$ cat config.mk
export PLATFORM = sky130hd
export DESIGN_NAME = spi_arbitro_ctrl
export DESIGN_NICKNAME = d
export VERILOG_FILES = /design/src/rtl/spi_pkg.sv /design/src/rtl/rr_arb2.sv /design/src/rtl/spi_arbitro_ctrl.sv
export SDC_FILE = /design/constraint.sdc
export NUM_CORES = 1
export LEC_CHECK = 0
export BUFFER_PORTS_ARGS = -buffer_cell sky130_fd_sc_hd__buf_2
export CORE_MARGIN = 2
export CORE_UTILIZATION = 55
export DETAILED_ROUTE_END_ITERATION = 6
export HOLD_SLACK_MARGIN = 0.02
export PLACE_DENSITY = 0.87
export SLEW_MARGIN = 20
export SYNTH_ARGS = -nofsm -noshare
export SYNTH_HDL_FRONTEND = slang
export SYNTH_SLANG_ARGS = --single-unit
export TNS_END_PERCENT = 5
$ cat constraint.sdc
create_clock -name CLK -period 2.2 [get_ports CLK]
set_input_delay 0.11 -clock CLK [delete_from_list [all_inputs] [get_ports CLK]]
set_output_delay 0.11 -clock CLK [all_outputs]
set_load 0.05 [all_outputs]
$ cat src/rtl/spi_pkg.sv
`default_nettype none
// ============================================================================
//  spi_pkg
//  Shared encodings, mode constants and defaults for the SPI transaction
//  controller and its round-robin arbiter.
//  Revision: 1.0  initial release
// ============================================================================
package spi_pkg;

    localparam int SCK_DIV_DEF = 4;
    localparam int BITS_DEF    = 8;

    localparam logic [1:0] ST_IDLE   = 2'd0;
    localparam logic [1:0] ST_SETUP  = 2'd1;
    localparam logic [1:0] ST_ACTIVE = 2'd2;
    localparam logic [1:0] ST_HOLD   = 2'd3;

    // SPI modes as {CKP,CPH}
    typedef enum logic [1:0] {
        MODO0 = 2'b00,
        MODO1 = 2'b01,
        MODO2 = 2'b10,
        MODO3 = 2'b11
    } spi_mode_e;

    typedef struct packed {
        logic [1:0] mode;
        logic [2:0] len;
    } xfer_cfg_t;

    function automatic xfer_cfg_t pick_cfg(
        input logic       sel,
        input logic [1:0] mode0,
        input logic [1:0] mode1,
        input logic [2:0] len0,
        input logic [2:0] len1
    );
        xfer_cfg_t cfg;
        cfg.mode = sel ? mode1 : mode0;
        cfg.len  = sel ? len1  : len0;
        return cfg;
    endfunction

endpackage
`default_nettype wire

$ cat src/rtl/rr_arb2.sv
`default_nettype none
// ============================================================================
//  rr_arb2
//  Two-input round-robin arbiter: combinational grant, last-served pointer
//  advanced on a completion strobe.
//  Revision: 1.0  initial release
// ============================================================================
module rr_arb2 (
    input  logic       CLK,
    input  logic       RESET,
    input  logic [1:0] REQ,
    input  logic       ADV,
    input  logic       ADV_ID,
    output logic [1:0] GNT,
    output logic       WIN_ID
);

    // Holds the requester served last; reset to 1 so requester 0 goes first.
    logic r_last;
    logic w_win;

    always_ff @(posedge CLK) begin
        if (RESET) begin
            r_last <= 1'b1;
        end else if (ADV) begin
            r_last <= ADV_ID;
        end
    end

    always_comb begin
        w_win = 1'b0;
        case (REQ)
            2'b01:   w_win = 1'b0;
            2'b10:   w_win = 1'b1;
            2'b11:   w_win = ~r_last;
            default: w_win = 1'b0;
        endcase
    end

    assign WIN_ID = w_win;
    assign GNT    = (REQ == 2'b00) ? 2'b00 : (w_win ? 2'b10 : 2'b01);

endmodule
`default_nettype wire

$ cat src/rtl/spi_arbitro_ctrl.sv
`default_nettype none
// ============================================================================
//  spi_arbitro_ctrl
//  Two-requester SPI transaction controller: arbitration, setup/hold guard
//  intervals around ENB, byte boundary marking and per-requester DONE.
//  Revision: 1.0  initial release
// ============================================================================
module spi_arbitro_ctrl
    import spi_pkg::*;
#(
    parameter int SCK_DIV   = SCK_DIV_DEF,
    parameter int BITS      = BITS_DEF,
    parameter int SETUP_CYC = 2,
    parameter int HOLD_CYC  = 2
) (
    input  logic       CLK,
    input  logic       RESET,
    input  logic [1:0] REQ,
    input  logic [1:0] MODE0,
    input  logic [1:0] MODE1,
    input  logic [2:0] LEN0,
    input  logic [2:0] LEN1,
    output logic [1:0] GNT,
    output logic [1:0] DONE,
    output logic       ENB,
    output logic       CKP,
    output logic       CPH,
    output logic       BYTE_START,
    output logic       BUSY
);

    localparam int c_BYTE_CYC = SCK_DIV * BITS;
    localparam int c_BCW      = (c_BYTE_CYC > 1) ? $clog2(c_BYTE_CYC) : 1;
    localparam int c_GMAX     = (SETUP_CYC > HOLD_CYC) ? SETUP_CYC : HOLD_CYC;
    localparam int c_GCW      = $clog2(c_GMAX + 1);

    localparam logic [c_BCW-1:0] c_BIT_LAST   = c_BCW'(c_BYTE_CYC - 1);
    localparam logic [c_GCW-1:0] c_SETUP_LAST = c_GCW'(SETUP_CYC - 1);
    localparam logic [c_GCW-1:0] c_HOLD_LAST  = c_GCW'(HOLD_CYC - 1);
    localparam logic [c_GCW-1:0] c_HOLD_PRE   = c_GCW'((HOLD_CYC >= 2) ? HOLD_CYC - 2 : 0);

    logic [1:0]       r_state;
    logic [c_GCW-1:0] r_gcnt;
    logic [c_BCW-1:0] r_bcnt;
    logic [2:0]       r_byte;
    logic [2:0]       r_len;
    logic [1:0]       r_mode;
    logic [1:0]       r_gnt;
    logic [1:0]       r_done;
    logic             r_enb;
    logic             r_bs;
    logic             r_busy;
    logic             r_winner;

    logic [1:0]       w_gnt_nxt;
    logic             w_win_id;
    xfer_cfg_t        w_cfg;

    rr_arb2 u_arb (
        .CLK    (CLK),
        .RESET  (RESET),
        .REQ    (REQ),
        .ADV    (|r_done),
        .ADV_ID (r_winner),
        .GNT    (w_gnt_nxt),
        .WIN_ID (w_win_id)
    );

    assign w_cfg = pick_cfg(w_win_id, MODE0, MODE1, LEN0, LEN1);

    always_ff @(posedge CLK) begin
        if (RESET) begin
            r_state  <= ST_IDLE;
            r_gcnt   <= '0;
            r_bcnt   <= '0;
            r_byte   <= '0;
            r_len    <= '0;
            r_mode   <= MODO0;
            r_gnt    <= '0;
            r_done   <= '0;
            r_enb    <= 1'b0;
            r_bs     <= 1'b0;
            r_busy   <= 1'b0;
            r_winner <= 1'b0;
        end else begin
            case (r_state)
                ST_IDLE: begin
                    r_enb  <= 1'b0;
                    r_bs   <= 1'b0;
                    r_done <= '0;
                    // Mode is only reloaded on a new grant so idle SCK level stays put
                    if (REQ != 2'b00) begin
                        r_state  <= ST_SETUP;
                        r_gnt    <= w_gnt_nxt;
                        r_winner <= w_win_id;
                        r_mode   <= w_cfg.mode;
                        r_len    <= w_cfg.len;
                        r_gcnt   <= '0;
                        r_busy   <= 1'b1;
                    end else begin
                        r_gnt  <= '0;
                        r_busy <= 1'b0;
                    end
                end

                ST_SETUP: begin
                    if (r_gcnt == c_SETUP_LAST) begin
                        r_state <= ST_ACTIVE;
                        r_enb   <= 1'b1;
                        r_bs    <= 1'b1;
                        r_bcnt  <= '0;
                        r_byte  <= '0;
                    end else begin
                        r_gcnt <= r_gcnt + 1'b1;
                    end
                end

                ST_ACTIVE: begin
                    if (r_bcnt == c_BIT_LAST) begin
                        if (r_byte == r_len) begin
                            r_state <= ST_HOLD;
                            r_enb   <= 1'b0;
                            r_bs    <= 1'b0;
                            r_gcnt  <= '0;
                            r_done  <= (HOLD_CYC == 1) ? r_gnt : 2'b00;
                        end else begin
                            r_bcnt <= '0;
                            r_byte <= r_byte + 1'b1;
                            r_bs   <= 1'b1;
                        end
                    end else begin
                        r_bcnt <= r_bcnt + 1'b1;
                        r_bs   <= 1'b0;
                    end
                end

                ST_HOLD: begin
                    if (r_gcnt == c_HOLD_LAST) begin
                        r_state <= ST_IDLE;
                        r_gnt   <= '0;
                        r_done  <= '0;
                        r_busy  <= 1'b0;
                    end else begin
                        r_gcnt <= r_gcnt + 1'b1;
                        r_done <= (r_gcnt == c_HOLD_PRE) ? r_gnt : 2'b00;
                    end
                end

                default: begin
                    r_state <= ST_IDLE;
                end
            endcase
        end
    end

    assign GNT        = r_gnt;
    assign DONE       = r_done;
    assign ENB        = r_enb;
    assign CKP        = r_mode[1];
    assign CPH        = r_mode[0];
    assign BYTE_START = r_bs;
    assign BUSY       = r_busy;

endmodule
`default_nettype wire

======== After elaboration in Yosys (flattened, before gate mapping) ========
Index checks and enable logic that the tools add are counted.
operators by class
  add/sub/neg operators ................... 3
  multipliers ............................. 0
  div/mod/pow operators ................... 0
  order comparisons ....................... 0
  equal/unequal tests ..................... 16
  shifts and indexed selects .............. 0
  mux-type cells .......................... 39
  bitwise operators ....................... 1
  reduce and logical (&&, ||, !) cells .... 19
operators by type and width
  cell                   number
  $mux W2                15
  $mux W5                3
  $ne A2 B2 Y1 const B   7
  $mux W3                4
  $pmux W2 S3            2
  $reduce_and A4 Y1      3
  $pmux W5 S2            1
  $eq A2 B2 Y1 const B   4
  $pmux W2 S4            1
  $mux W1                7
  $logic_not A2 Y1       3
  $pmux W1 S3            2
  $pmux W3 S2            1
  $reduce_and A2 Y1      3
  $reduce_and A3 Y1      2
  $reduce_bool A2 Y1     3
  $reduce_bool A3 Y1     2
  $add A5 B1 Y5 const B  1
  $eq A5 B5 Y1 const B   1
  $reduce_and A5 Y1      1
  $eq A2 B1 Y1 const B   2
  $pmux W1 S2            2
  $pmux W2 S2            1
  $reduce_or A2 Y1       2
  5 further kinds        5
word-level totals
  flip-flop bits (word level) ............. 26
  bits in latches ......................... 0
  memory bits (writable) .................. 0
  ROM bits ................................ 0
  output and inout bits ................... 9
  logic and storage cells ................. 91
  memories kept ........................... 0

======== Depth between registers and ports, before layout ========
Gate-level depths: netlist (run 1).
  depth in word-level cells ............... 6
  depth in mapped cells ................... 7
  depth with buffers taken out ............ 7

======== Cells and area by module ========
Synthesis (run 1) repeated with hierarchy kept, for this count alone.
unflattened totals
  cell total of the unflattened synthesis .. 166
  area, all modules ....................... 1510.2 um^2
modules (own cells, without submodules)
  module            times used  cells each  area each (um^2)  seq. area each (um^2)
  spi_arbitro_ctrl  1           158         1443.9            500.5
  rr_arb2           1           8           66.3              20.0

======== Worst setup path before layout (run 1) ========
OpenSTA, ideal clock, no wires.
  kind .................................... register to register
  start point ............................. register r_bcnt[0]
  end point ............................... register r_enb, in the netlist ENB
  setup time .............................. 86 ps
  arrival time ............................ 1757 ps
  required time ........................... 2114 ps
  setup slack ............................. 358 ps
  cell stages (with the launch flop) ...... 8
  period minus slack after synthesis ...... 1842 ps
  cells stage by stage .................... dfxtp_1 ha_1 and3_1 ha_1 inv_1 o41ai_4 a31oi_1 a211oi_1
on the way
  longest elaborated chain between the ends .. 3
RTL lines
  element                             RTL line                 text
  start: declaration                  spi_arbitro_ctrl.sv:44   logic [c_BCW-1:0] r_bcnt;
  start signal: assignment            spi_arbitro_ctrl.sv:132  r_bcnt <= r_bcnt + 1'b1;
  $eq A5 B5 Y1                        spi_arbitro_ctrl.sv:119  if (r_bcnt == c_BIT_LAST) begin
  $ne A2 B2 Y1 (no source line)       --
  $reduce_and A4 Y1 (no source line)  --
  end signal: assignment              spi_arbitro_ctrl.sv:88   r_enb <= 1'b0;
  end signal: assignment              spi_arbitro_ctrl.sv:109  r_enb <= 1'b1;
  end signal: assignment              spi_arbitro_ctrl.sv:122  r_enb <= 1'b0;
  end: declaration                    spi_arbitro_ctrl.sv:50   logic r_enb;
No other way between the ends.
A chain may end at the register's enable or synchronous reset.

======== Final worst setup path (run 1) ========
  start point ............................. register r_bcnt[0]
  end point ............................... register r_gcnt[1]
on the way
  longest elaborated chain between the ends .. 3
RTL lines
  element                             RTL line                 text
  $eq A5 B5 Y1                        spi_arbitro_ctrl.sv:119
  $ne A2 B2 Y1 (no source line)       --
  $reduce_and A4 Y1 (no source line)  --
  end signal: assignment              spi_arbitro_ctrl.sv:114  r_gcnt <= r_gcnt + 1'b1;
  end signal: assignment              spi_arbitro_ctrl.sv:144  r_gcnt <= r_gcnt + 1'b1;
  end: declaration                    spi_arbitro_ctrl.sv:43   logic [c_GCW-1:0] r_gcnt;
No other way between the ends.

==> key figures, run 1 <==
Setup path
  • Start-to-end type of the worst setup path: reg -> reg
  • Kind of start point of the critical path: flop
  • R2r startpoint: r_bcnt[0]$_SDFFE_PP0P_
  • Signal arrival time at the worst endpoint: 2.23 ns
  • Highest fanout seen on the critical path: 5
  • Register-to-register setup slack: 0.16 ns
  • Critical path capture point type: flop
  • R2R Path End: r_gcnt[1]$_SDFFE_PP0P_
  • Data required time of the worst path: 2.40 ns
  • Depth of the worst register-to-register path: 7

Finish
  • Total non-filler cell area in the finished layout: 1610 um^2
  • Fraction of layout cells with a size suffix above 1: 19.3%
  • Share of the core filled with cells in the final layout: 65.7%
  • # diodes: 0
  • Area growth, synth to finish: 13.4%
  • Final-layout fill cell count: 202
  • Number of non-filler instances in the completed layout: 211
  • Post-layout net count: 206

Synthesis
  • Synthesized instance count: 159
  • Proportion of netlist area held by the largest area contributor: 36.6%
  • Most common flop cell mapped by yosys: dfxtp_1
  • Proportion of synthesized chip area in sequential cells: 36.6%
  • Leading cell type by number of instances after synthesis: dfxtp_1
  • Top post-synthesis cells by count: dfxtp_1 (26), nor2_1 (14), a21oi_1 (13), nand2_1 (12), ha_1 (10)
  • Total number of yosys warnings: 0
  • Number of storage elements in the synthesis netlist: 26
  • Number of distinct library cell variants in the gate-level netlist after synthesis: 42
  • Number of synthesized flops with an enable pin: 0
  • Net count of the mapped netlist: 183
  • Largest area contributor in the synthesized netlist: dfxtp_1
  • Proportion of synthesized flip-flops having asynchronous set or reset: 0%
  • Top cells by area, synth: dfxtp_1 (37%), ha_1 (8.8%), mux2i_1 (5.6%)
  • Average cell area after synthesis: 8.96 um^2
  • Synthesized area: 1420 um^2

Placement
  • Post-Place Worst Slack: 0.113 ns
  • Routability cong.: 0.769
  • IO buf count: 22
  • Number of instances in the placed design: 206
  • Hpwl dp: 2.21 mm
  • Cell Area, Placed: 1550 um^2

Global route
  • Overall fraction of global-route tracks in use: 20.8%
  • Vias in the first global route: 1087
  • Total gr overflow: 0
  • Global-route wire length before repair: 4.62 mm
  • Maximum number of pins on one net before global-route repair: 30
  • Number of antenna violations at the first check in global routing: 0

Min path
  • Cell count of the worst hold path: 3
  • Class of the worst hold path: in -> reg
  • Startpoint of the worst hold path: LEN0[0]
  • Worst hold endpoint: r_len[0]$_SDFFE_PP0P_

STA
  • Rel. slew slack: 59.4%
  • Post-route clock skew: 0.0130 ns
  • Post-Route Setup TNS: 0 ns
  • Achievable clock frequency: 0.491 GHz
  • Endpoints failing setup: 0
  • Final-report max-slew violation count: 0
  • Worst path setup slack after routing: 0.163 ns
  • Number of hold violations in the final report: 0
  • Slew of the pin with the lowest slew margin: 0.607 ns
  • Ratio of final minimum period to clock period: 92.6%
  • Final period demand of the worst path: 2.04 ns
  • Fin Hold WS: 0.104 ns

Power
  • VDD IR max: 0.808 mV
  • Power per cell area: 1190 nW/um^2
  • Standby leakage power: 0.658 nW
  • Post-route total power: 1.92 mW

Floorplanning
  • Die Wd: 54.9 um
  • DIE HEIGHT: 54.9 um
  • Starting density of the core: 58.0%
  • # rows: 18
  • Core box area: 2450 um^2
  • Die Outline Area: 3010 um^2
  • Num ports: 23

Clock tree
  • Skew-Pair Late Insertion Delay: 0.32 ns
  • CTS root buffer: clkbuf_4
  • CTS tree: built
  • Clock transition at the registers of the reported paths: 0.15 ns
  • Number of clock sinks: 26
  • Bufs on Longest Clock Path: 2
  • H-tree depth: 1
  • Num CTS Buffers: 3

Detailed routing
  • Pre-Repair DR Iteration Count: 4
  • DR top layer: met4
  • Met2 layer wire length in the routed design: 1.44 mm
  • Total met3 wirelength after detailed routing: 99 um
  • DRT met1 WL: 1.35 mm
  • DRT iter0 DRCs: 43
  • WL/cell: 13.9 um
  • Post-detailed-route via-to-cell ratio: 6.02
  • Post-Route WL: 2.92 mm
  • Detailed-route via count: 1270
  • DRC violation count after routing: 0
  • ANT nets after route: 0

Run status
  • Run status: completed

Job
  • Number of violations of the max-capacitance limit: 0
worst max-delay path, stage by stage (launching register included):
cell and delay, ns:
dfxtp_1 0.42, ha_1 0.20, and3_1 0.17, ha_1 0.20
inv_1 0.14, o41a_1 0.50, o21ai_0 0.21, a21oi_1 0.09
timing repair:
| item | 4_1_cts | 5_1_grt |
|---|---|---|
| setup buffers | 0 | 1 |
| hold buffers | 0 | 0 |
| gates resized for setup | 0 | 1 |
| endpoints found under the setup margin | 0 | 7 |
layout by cell type, fill, tap and decap left out, types with 2 or more instances in the layout:
cell / netlist / final
dfxtp_1: 26 / 26
buf_2: 1 / 22
nor2_1: 14 / 13
a21oi_1: 13 / 13
nand2_1: 12 / 12
ha_1: 10 / 10
mux2i_1: 8 / 8
inv_1: 7 / 7
a211oi_1: 7 / 7
nand2b_1: 6 / 6
o21ai_0: 4 / 4
nand3_1: 4 / 4
nor3_1: 4 / 4
nor2b_1: 3 / 3
nand4_1: 3 / 3
a31oi_1: 3 / 3
clkbuf_4: 0 / 3
xor2_2: 2 / 2
o21ai_1: 2 / 2
a21o_1: 2 / 2
o21a_1: 2 / 2
nor4b_1: 2 / 2
logic make-up (layout without fill, tap and decap cells):
kind of cell | Yosys count | count (layout) | share of synthesized area [%]
simple gates | 56 | 56 | 20.2
compound gates | 43 | 43 | 21.9
flops | 26 | 26 | 36.6
buf+inv | 12 | 34 | 3.25
fa+ha+maj | 10 | 10 | 8.79
mux | 9 | 9 | 6.41
xor+xnor | 3 | 3 | 2.90
worst max-delay path by stage:
stage	startpoint	endpoint	slack, ns	cells after the start
after floorplan	r_bcnt[0]$_SDFFE_PP0P_	ENB$_SDFFE_PP0P_	0.36	7
final	r_bcnt[0]$_SDFFE_PP0P_	r_gcnt[1]$_SDFFE_PP0P_	0.16	7
after global routing	r_bcnt[0]$_SDFFE_PP0P_	r_gcnt[1]$_SDFFE_PP0P_	-0.01	7
after detailed placement	r_bcnt[0]$_SDFFE_PP0P_	r_state[0]$_SDFFE_PP0P_	0.11	7
after CTS	r_bcnt[0]$_SDFFE_PP0P_	r_state[0]$_SDFFE_PP0P_	0.09	7
after global placement	r_bcnt[0]$_SDFFE_PP0P_	ENB$_SDFFE_PP0P_	0.27	7
flip-flops by register name, summed over array words and instances (netlist names):
signal and count:
r_bcnt 5, r_byte 3, r_len 3, DONE 2, GNT 2, r_gcnt 2
r_mode 2, r_state 2, BUSY 1, BYTE_START 1, ENB 1, r_winner 1
u_arb.r_last 1
routing by layer:
layer | up-vias | track usage, %
met5 | - | 0
met4 | 0 | 6.25
met3 | 6 | 3.55
met2 | 31 | 34.3
met1 | 606 | 27.5
li1 | 627 | -
power breakdown:
group	internal [mW]	switching (mW)	total, mW
Clock	0.184	0.146	0.330
Combinational	0.335	0.621	0.957
Sequential	0.562	0.0691	0.631
final cells by class:
type / instances / area, um^2 / area share (%)
repair buffers: 23 / 118 / 7.29
clock buffers: 3 / 22.5 / 1.40
clock inverters: 1 / 30.0 / 1.86
inverters: 7 / 26.3 / 1.63
well taps: 30 / 37.5 / 2.33
flip-flops and latches: 26 / 520 / 32.2
multi-input cells: 121 / 860 / 53.3
Note: power is estimated with default switching activity, not from simulation.
==> run 2: changes to the inputs <==
- ABC_AREA: unset -> 1
- CORE_UTILIZATION: 55 -> 56
- SYNTH_HIERARCHICAL: unset -> 1
==> run 2 against run 1 <==
  * Global-route usage is 1.0 points lower
  * Clock skew shrank 0.0042 ns
  * Total power increased by 18%
  * Final area is 6.0% higher
  * Clock-buffer cell count did not move
  * Critical path depth increased by 2
  * Die area is 7.9% higher
  * Via count up 11%
  * Combinational power increased by 39%
  * Sequential share of layout area shrank 1.8 points
  * Register-to-register slack gained 0.19 ns
  * Sequential cell count is the same
  * Critical path type unchanged
==> key figures, run 2 <==
Clock tree
  • Number of clock sinks: 26 (unchanged)
  • Gates resized, CTS repair: 0 (unchanged)
  • Hold-fix buffer count after cts: 0 (unchanged)
  • CTS root buffer: clkbuf_4 (unchanged)
  • Clock transition at the registers of the reported paths: 0.14 ns (was 0.15 ns)
  • Skew-Pair Late Insertion Delay: 0.32 ns (about the same)
  • Bufs on Longest Clock Path: 2 (unchanged)
  • Num CTS Buffers: 3 (unchanged)
  • H-tree depth: 1 (unchanged)
  • CTS tree: built (unchanged)
  • Number of buffers inserted to repair setup after CTS: 0 (unchanged)

Detailed routing
  • Pre-Repair DR Iteration Count: 4 (unchanged)
  • DR top layer: met4 (unchanged)
  • Detailed-route via count: 1413 (was 1270)
  • DRC violation count after routing: 0 (unchanged)
  • Post-Route WL: 3.07 mm (was 2.92 mm)
  • DRT met1 WL: 1.38 mm (was 1.35 mm)
  • WL/cell: 11.2 um (was 13.9 um)
  • Total met3 wirelength after detailed routing: 95 um (was 99 um)
  • DRT iter0 DRCs: 45 (was 43)
  • Met2 layer wire length in the routed design: 1.56 mm (was 1.44 mm)
  • Post-detailed-route via-to-cell ratio: 5.16 (was 6.02)
  • ANT nets after route: 0 (unchanged)

Placement
  • Routability cong.: 0.886 (was 0.769)
  • Hpwl dp: 2.36 mm (was 2.21 mm)
  • IO buf count: 22 (unchanged)

Setup path
  • Kind of start point of the critical path: flop (unchanged)
  • Critical path capture point type: flop (unchanged)
  • Start-to-end type of the worst setup path: reg -> reg (unchanged)
  • CP dominant cell by count: nand2_1 (was ha_1)
  • Crit path cell chain: inv_1 -> ha_1 -> nand2_1 -> nand2_1 -> inv_1 -> nand3_2 -> nand2_1 -> nand2_1 -> nor2_1 (was ha_1 -> and3_1 -> ha_1 -> inv_1 -> o41a_1 -> o21ai_0 -> a21oi_1)
  • Data required time of the worst path: 2.44 ns (was 2.40 ns)
  • R2r startpoint: r_state[0]$_SDFFE_PP0P_ (was r_bcnt[0]$_SDFFE_PP0P_)
  • Highest fanout seen on the critical path: 11 (was 5)
  • Critical path launch point: r_state[0]$_SDFFE_PP0P_ (was r_bcnt[0]$_SDFFE_PP0P_)
  • Signal arrival time at the worst endpoint: 2.08 ns (was 2.23 ns)
  • Largest stage delay, worst path: 0.51 ns (was 0.50 ns)
  • Max stage delay cell, worst path: ha_1 (was o41a_1)
  • Depth of the worst register-to-register path: 9 (was 7)

Finish
  • Flip-flop count of the largest register after layout: 5 (unchanged)
  • Area growth, synth to finish: 8.75% (was 13.4%)
  • # diodes: 0 (unchanged)
  • Post-layout net count: 270 (was 206)
  • Most common cell after layout, fill and taps aside: nand2_1 (was dfxtp_1)
  • Fraction of layout cells with a size suffix above 1: 17.3% (was 19.3%)
  • Top Registers: r_bcnt x5, r_byte x3, r_len x3 (unchanged)
  • Top library cells by usage in the layout, fill and taps aside: nand2_1 (48), nor2_1 (32), inv_1 (29) (was dfxtp_1 (26), buf_2 (22), nor2_1 (13), a21oi_1 (13), nand2_1 (12))
  • Register with the most flip-flops: r_bcnt (unchanged)

Min path
  • Startpoint of the worst hold path: LEN1[1] (was LEN0[0])
  • Cell count of the worst hold path: 3 (unchanged)
  • Class of the worst hold path: in -> reg (unchanged)

Synthesis
  • Leading cell type by number of instances after synthesis: nand2_1 (was dfxtp_1)
  • Top cells by area, synth: dfxtp_1 (33%), nand2_1 (11%), ha_1 (8.8%) (was dfxtp_1 (37%), ha_1 (8.8%), mux2i_1 (5.6%))
  • Number of storage elements in the synthesis netlist: 26 (unchanged)
  • Net count of the mapped netlist: 247 (was 183)
  • Synthesized instance count: 222 (was 159)
  • Number of synthesized flops with an enable pin: 0 (unchanged)
  • Most common flop cell mapped by yosys: dfxtp_1 (unchanged)
  • Synthesized area: 1570 um^2 (was 1420 um^2)
  • Proportion of synthesized flip-flops having asynchronous set or reset: 0% (unchanged)
  • Largest area contributor in the synthesized netlist: dfxtp_1 (unchanged)
  • Average cell area after synthesis: 7.08 um^2 (was 8.96 um^2)
  • Proportion of netlist area held by the largest area contributor: 33.1% (was 36.6%)
  • Proportion of synthesized chip area in sequential cells: 33.1% (was 36.6%)
  • Total number of yosys warnings: 6 (was 0)
  • Number of distinct library cell variants in the gate-level netlist after synthesis: 31 (was 42)
  • Top post-synthesis cells by count: nand2_1 (48), nor2_1 (32), inv_1 (29), dfxtp_1 (26), a21oi_1 (22) (was dfxtp_1 (26), nor2_1 (14), a21oi_1 (13), nand2_1 (12), ha_1 (10))

Global route
  • Global-route wire length before repair: 5.13 mm (was 4.62 mm)
  • Maximum number of pins on one net before global-route repair: 19 (was 30)
  • Overall fraction of global-route tracks in use: 19.8% (was 20.8%)
  • Total gr overflow: 0 (unchanged)
  • Number of antenna violations at the first check in global routing: 0 (unchanged)
  • Vias in the first global route: 1237 (was 1087)

STA
  • RSZ-0062 raised after global routing: false
  • Number of hold violations in the final report: 0 (unchanged)
  • Post-Route Setup TNS: 0 ns (unchanged)
  • Post-route clock skew: 0.00881 ns (was 0.0130 ns)
  • Rel. slew slack: 64.1% (was 59.4%)
  • Final-report max-slew violation count: 0 (unchanged)
  • Ratio of final minimum period to clock period: 83.9% (was 92.6%)
  • Endpoints failing setup: 0 (unchanged)
  • Final period demand of the worst path: 1.85 ns (was 2.04 ns)
  • Achievable clock frequency: 0.542 GHz (was 0.491 GHz)
  • Slew of the pin with the lowest slew margin: 0.538 ns (was 0.607 ns)

Floorplanning
  • Die Wd: 57.0 um (was 54.9 um)
  • DIE HEIGHT: 57.0 um (was 54.9 um)
  • Die Outline Area: 3250 um^2 (was 3010 um^2)
  • Core box area: 2710 um^2 (was 2450 um^2)
  • # rows: 19 (was 18)
  • Num ports: 23 (unchanged)
  • Starting density of the core: 58.0% (about the same)

Power
  • Standby leakage power: 0.865 nW (was 0.658 nW)
  • Power per cell area: 1320 nW/um^2 (was 1190 nW/um^2)
  • VDD IR max: 1.18 mV (was 0.808 mV)
  • Post-route total power: 2.27 mW (was 1.92 mW)

Run status
  • Run status: completed (unchanged)

Job
  • Number of violations of the max-capacitance limit: 0 (unchanged)
[run 2: cells by family (layout without fill, tap and decap cells)]
group                      Yosys count  after routing  synth area share, %
and+or+nand+nor                    108            108                 32.2
adders and majority gates           11             11                 8.75
AOI/OAI and AO/OA                   39             39                 13.8
xor gates and xnor gates             3              3                 2.15
buffers and inverters               35             56                 9.94
DFF                                 26             26                 33.1
[run 2: worst paths after layout]
check / to / slack [ns]
max reg2reg: r_byte[1]$_SDFFE_PP0P_ / 0.35
max: r_byte[1]$_SDFFE_PP0P_ / 0.35
min reg2reg: r_gcnt[1]$_SDFFE_PP0P_ / 0.48
min: r_len[1]$_SDFFE_PP0P_ / 0.07
[run 2: critical path: cells and delay by family, from the launching register on]
family	cells	cell delay [ns]
and+or+nand+nor	6	0.70
adders and majority gates	1	0.51
DFF	1	0.37
buffers and inverters	2	0.20
[run 2: through the flow]
stage	setup slack [ns]	cells	cell area [um^2]	hold WS (ns)	utilization (%)
floorplan	0.622	222	1570	0.218	-
global placement	0.465	271	1690	0.397	62.3
detailed placement	0.370	271	1690	0.406	62.3
CTS	0.350	274	1710	0.0588	63.1
global route	0.119	274	1710	0.0640	63.1
finish	0.354	274	1710	0.0663	63.1
[run 2: where the power goes]
group | switching (mW) | leakage (nW) | internal [mW] | total, mW
sequential | 0.110 | 0.214 | 0.621 | 0.731
combinational | 0.892 | 0.637 | 0.439 | 1.33
clock | 0.139 | 0.0138 | 0.0643 | 0.204
total | 1.14 | 0.865 | 1.12 | 2.27
[run 2: layout make-up]
type	count	area [um^2]
flip-flops and latches	26	520
multi-input cells	161	896
inverters	30	115
well taps	31	38.8
clock buffers	3	22.5
repair buffers	23	118
fillers	247	1000
[run 2: layer usage]
metal,GRT usage (%),vias up
met5,0,-
met4,5.65,0
met3,4.31,5
met2,36.3,19
met1,23.1,635
li1,-,754
==> run 3: changes to the inputs <==
- CORE_UTILIZATION: 56 -> 51
- PLACE_DENSITY: 0.87 -> 0.84
- clock period: 2.2 -> 1.6 ns (I/O delays scaled with it)
==> run 3 against run 2 <==
  * Combinational power grew 47%
  * Core utilization fell by 2.5 points
  * Routed wire length is 3.9% higher
==> key figures, run 3 (synthesis results as in run 2) <==
Global route
  • Global-route wire length before repair: 5.29 mm (was 5.13 mm)
  • Overall fraction of global-route tracks in use: 19.2% (was 19.8%)
  • Total gr overflow: 0 (unchanged)
  • Vias in the first global route: 1304 (was 1237)
  • Number of antenna violations at the first check in global routing: 0 (unchanged)
  • Maximum number of pins on one net before global-route repair: 19 (unchanged)

Power
  • Power per cell area: 1880 nW/um^2 (was 1320 nW/um^2)
  • VDD IR max: 1.20 mV (was 1.18 mV)
  • Post-route total power: 3.41 mW (was 2.27 mW)
  • Standby leakage power: 0.907 nW (was 0.865 nW)

Finish
  • Most common cell after layout, fill and taps aside: nand2_1 (unchanged)
  • Flip-flop count of the largest register after layout: 5 (unchanged)
  • Area growth, synth to finish: 15.7% (was 8.75%)
  • # diodes: 0 (unchanged)
  • Fraction of layout cells with a size suffix above 1: 23.6% (was 17.3%)
  • Top Registers: r_bcnt x5, r_byte x3, r_len x3 (unchanged)
  • Register with the most flip-flops: r_bcnt (unchanged)
  • Total non-filler cell area in the finished layout: 1820 um^2 (was 1710 um^2)
  • Top library cells by usage in the layout, fill and taps aside: nand2_1 (47), nor2_1 (31), inv_1 (26) (was nand2_1 (48), nor2_1 (32), inv_1 (29))
  • Post-layout net count: 276 (was 270)

Run status
  • Run status: completed (unchanged)

Placement
  • Cell Area, Placed: 1730 um^2 (was 1690 um^2)
  • Hpwl dp: 2.40 mm (was 2.36 mm)
  • IO buf count: 22 (unchanged)
  • Routability cong.: 0.868 (was 0.886)

Setup path
  • Data required time of the worst path: 1.83 ns (was 2.44 ns)
  • Crit path max-delay family: simple AND/OR/NAND/NOR gates (unchanged)
  • Kind of start point of the critical path: flop (unchanged)
  • Critical path capture point type: flop (unchanged)
  • Start-to-end type of the worst setup path: reg -> reg (unchanged)
  • Depth of the worst register-to-register path: 7 (was 9)
  • Path length in cells of the critical path: 7 (was 9)
  • Largest stage delay, worst path: 0.37 ns (was 0.51 ns)
  • Crit path cell chain: inv_1 -> ha_2 -> inv_4 -> nand2_1 -> nand3_2 -> a21boi_0 -> nor2_1 (was inv_1 -> ha_1 -> nand2_1 -> nand2_1 -> inv_1 -> nand3_2 -> nand2_1 -> nand2_1 -> nor2_1)
  • Max stage delay cell, worst path: dfxtp_1 (was ha_1)
  • Highest fanout seen on the critical path: 6 (was 11)
  • Count of buffer and inverter cells on the critical path: 2 (unchanged)
  • Signal arrival time at the worst endpoint: 1.79 ns (was 2.08 ns)

Min path
  • Cell count of the worst hold path: 3 (unchanged)
  • Class of the worst hold path: in -> reg (unchanged)

Floorplanning
  • Num ports: 23 (unchanged)
  • # rows: 20 (was 19)
  • Die Outline Area: 3540 um^2 (was 3250 um^2)
  • Starting density of the core: 52.4% (was 58.0%)
  • Core box area: 3000 um^2 (was 2710 um^2)
  • Die Wd: 59.5 um (was 57.0 um)
  • DIE HEIGHT: 59.5 um (was 57.0 um)

STA
  • Fin Hold WS: 0.0275 ns (was 0.0663 ns)
  • RSZ-0062 raised after global routing: true (was false)
  • Number of hold violations in the final report: 0 (unchanged)
  • Achievable clock frequency: 0.643 GHz (was 0.542 GHz)
  • Final period demand of the worst path: 1.56 ns (was 1.85 ns)
  • Endpoints failing setup: 0 (unchanged)
  • Final-report max-slew violation count: 0 (unchanged)
  • Post-route clock skew: 0.0100 ns (was 0.00881 ns)
  • Rel. slew slack: 62.9% (was 64.1%)
  • Ratio of final minimum period to clock period: 97.2% (was 83.9%)
  • Slew of the pin with the lowest slew margin: 0.556 ns (was 0.538 ns)

Clock tree
  • Clock transition at the registers of the reported paths: 0.15 ns (was 0.14 ns)
  • H-tree depth: 1 (unchanged)
  • Bufs on Longest Clock Path: 2 (unchanged)
  • Number of buffers inserted to repair setup after CTS: 0 (unchanged)
  • Number of clock sinks: 26 (unchanged)
  • Skew-Pair Late Insertion Delay: 0.33 ns (was 0.32 ns)
  • Num CTS Buffers: 3 (unchanged)
  • CTS root buffer: clkbuf_4 (unchanged)
  • CTS tree: built (unchanged)

Detailed routing
  • Post-detailed-route via-to-cell ratio: 5.09 (was 5.16)
  • WL/cell: 11.3 um (was 11.2 um)
  • Pre-Repair DR Iteration Count: 4 (unchanged)
  • Detailed-route via count: 1441 (was 1413)
  • ANT nets after route: 0 (unchanged)
  • Post-Route WL: 3.19 mm (was 3.07 mm)
  • DRC violation count after routing: 0 (unchanged)
  • DRT iter0 DRCs: 68 (was 45)

Job
  • Number of violations of the max-capacitance limit: 0 (unchanged)
## run 3: layout make-up
cell class / count / area, um^2
clock buffer: 3 / 22.5
timing repair buffer: 29 / 165
clock inverter: 1 / 30.0
sequential: 26 / 523
tap: 33 / 41.3
inverter: 30 / 115
fill: 277 / 1180
multi-input combinational: 161 / 922
## run 3: power breakdown
group	leakage (nW)	switching (mW)	internal [mW]	total [mW]
Sequential	0.215	0.146	0.858	1.00
Combinational	0.664	1.28	0.678	1.95
Clock	0.0279	0.200	0.254	0.454
Total	0.907	1.62	1.79	3.41
## run 3: stage by stage
step	setup slack, ns	utilization [%]	setup TNS [ns]	instances
final	0.0448	60.6	0	283
after CTS	0.0230	59.9	0	283
after global routing	-0.101	60.6	-0.642	283
after detailed placement	-0.0421	57.5	-0.0968	278
after floorplan	0.0223	-	0	222
after global placement	0.0478	57.5	0	278
## run 3: final timing paths
kind,startpoint,endpoint,slack [ns]
setup / recovery,r_state[0]$_SDFFE_PP0P_,r_bcnt[4]$_SDFFE_PP0P_,0.04
hold / removal,LEN1[1],r_len[1]$_SDFFE_PP0P_,0.03
setup reg to reg,r_state[0]$_SDFFE_PP0P_,r_bcnt[4]$_SDFFE_PP0P_,0.04
hold reg to reg,BYTE_START$_SDFFE_PP0P_,BYTE_START$_SDFFE_PP0P_,0.48
## run 3: worst reg2reg max path, delay by kind of cell (launching register included)
| kind | cells | cell delay, ns |
|---|---|---|
| buffers and inverters | 2 | 0.20 |
| DFF | 1 | 0.37 |
| adders and majority gates | 1 | 0.30 |
| and+or+nand+nor | 3 | 0.38 |
| AOI/OAI and AO/OA | 1 | 0.21 |
## run 3: repair_timing
action                                 in CTS  in global routing
setup endpoints to repair                   6                 24
hold buffers                                1                  0
gates resized for setup                     4                 10
pin swaps                                   0                  4
endpoints found under the hold margin       2                  0
## run 3: per-layer routing
metal  wire (um)  global-route usage (%)  vias up
li1            -                       -      766
met1        1530                    24.2      649
met2        1510                    33.9       21
met3         122                    3.93        5
met4          22                    3.81        0
met5           0                       0        -
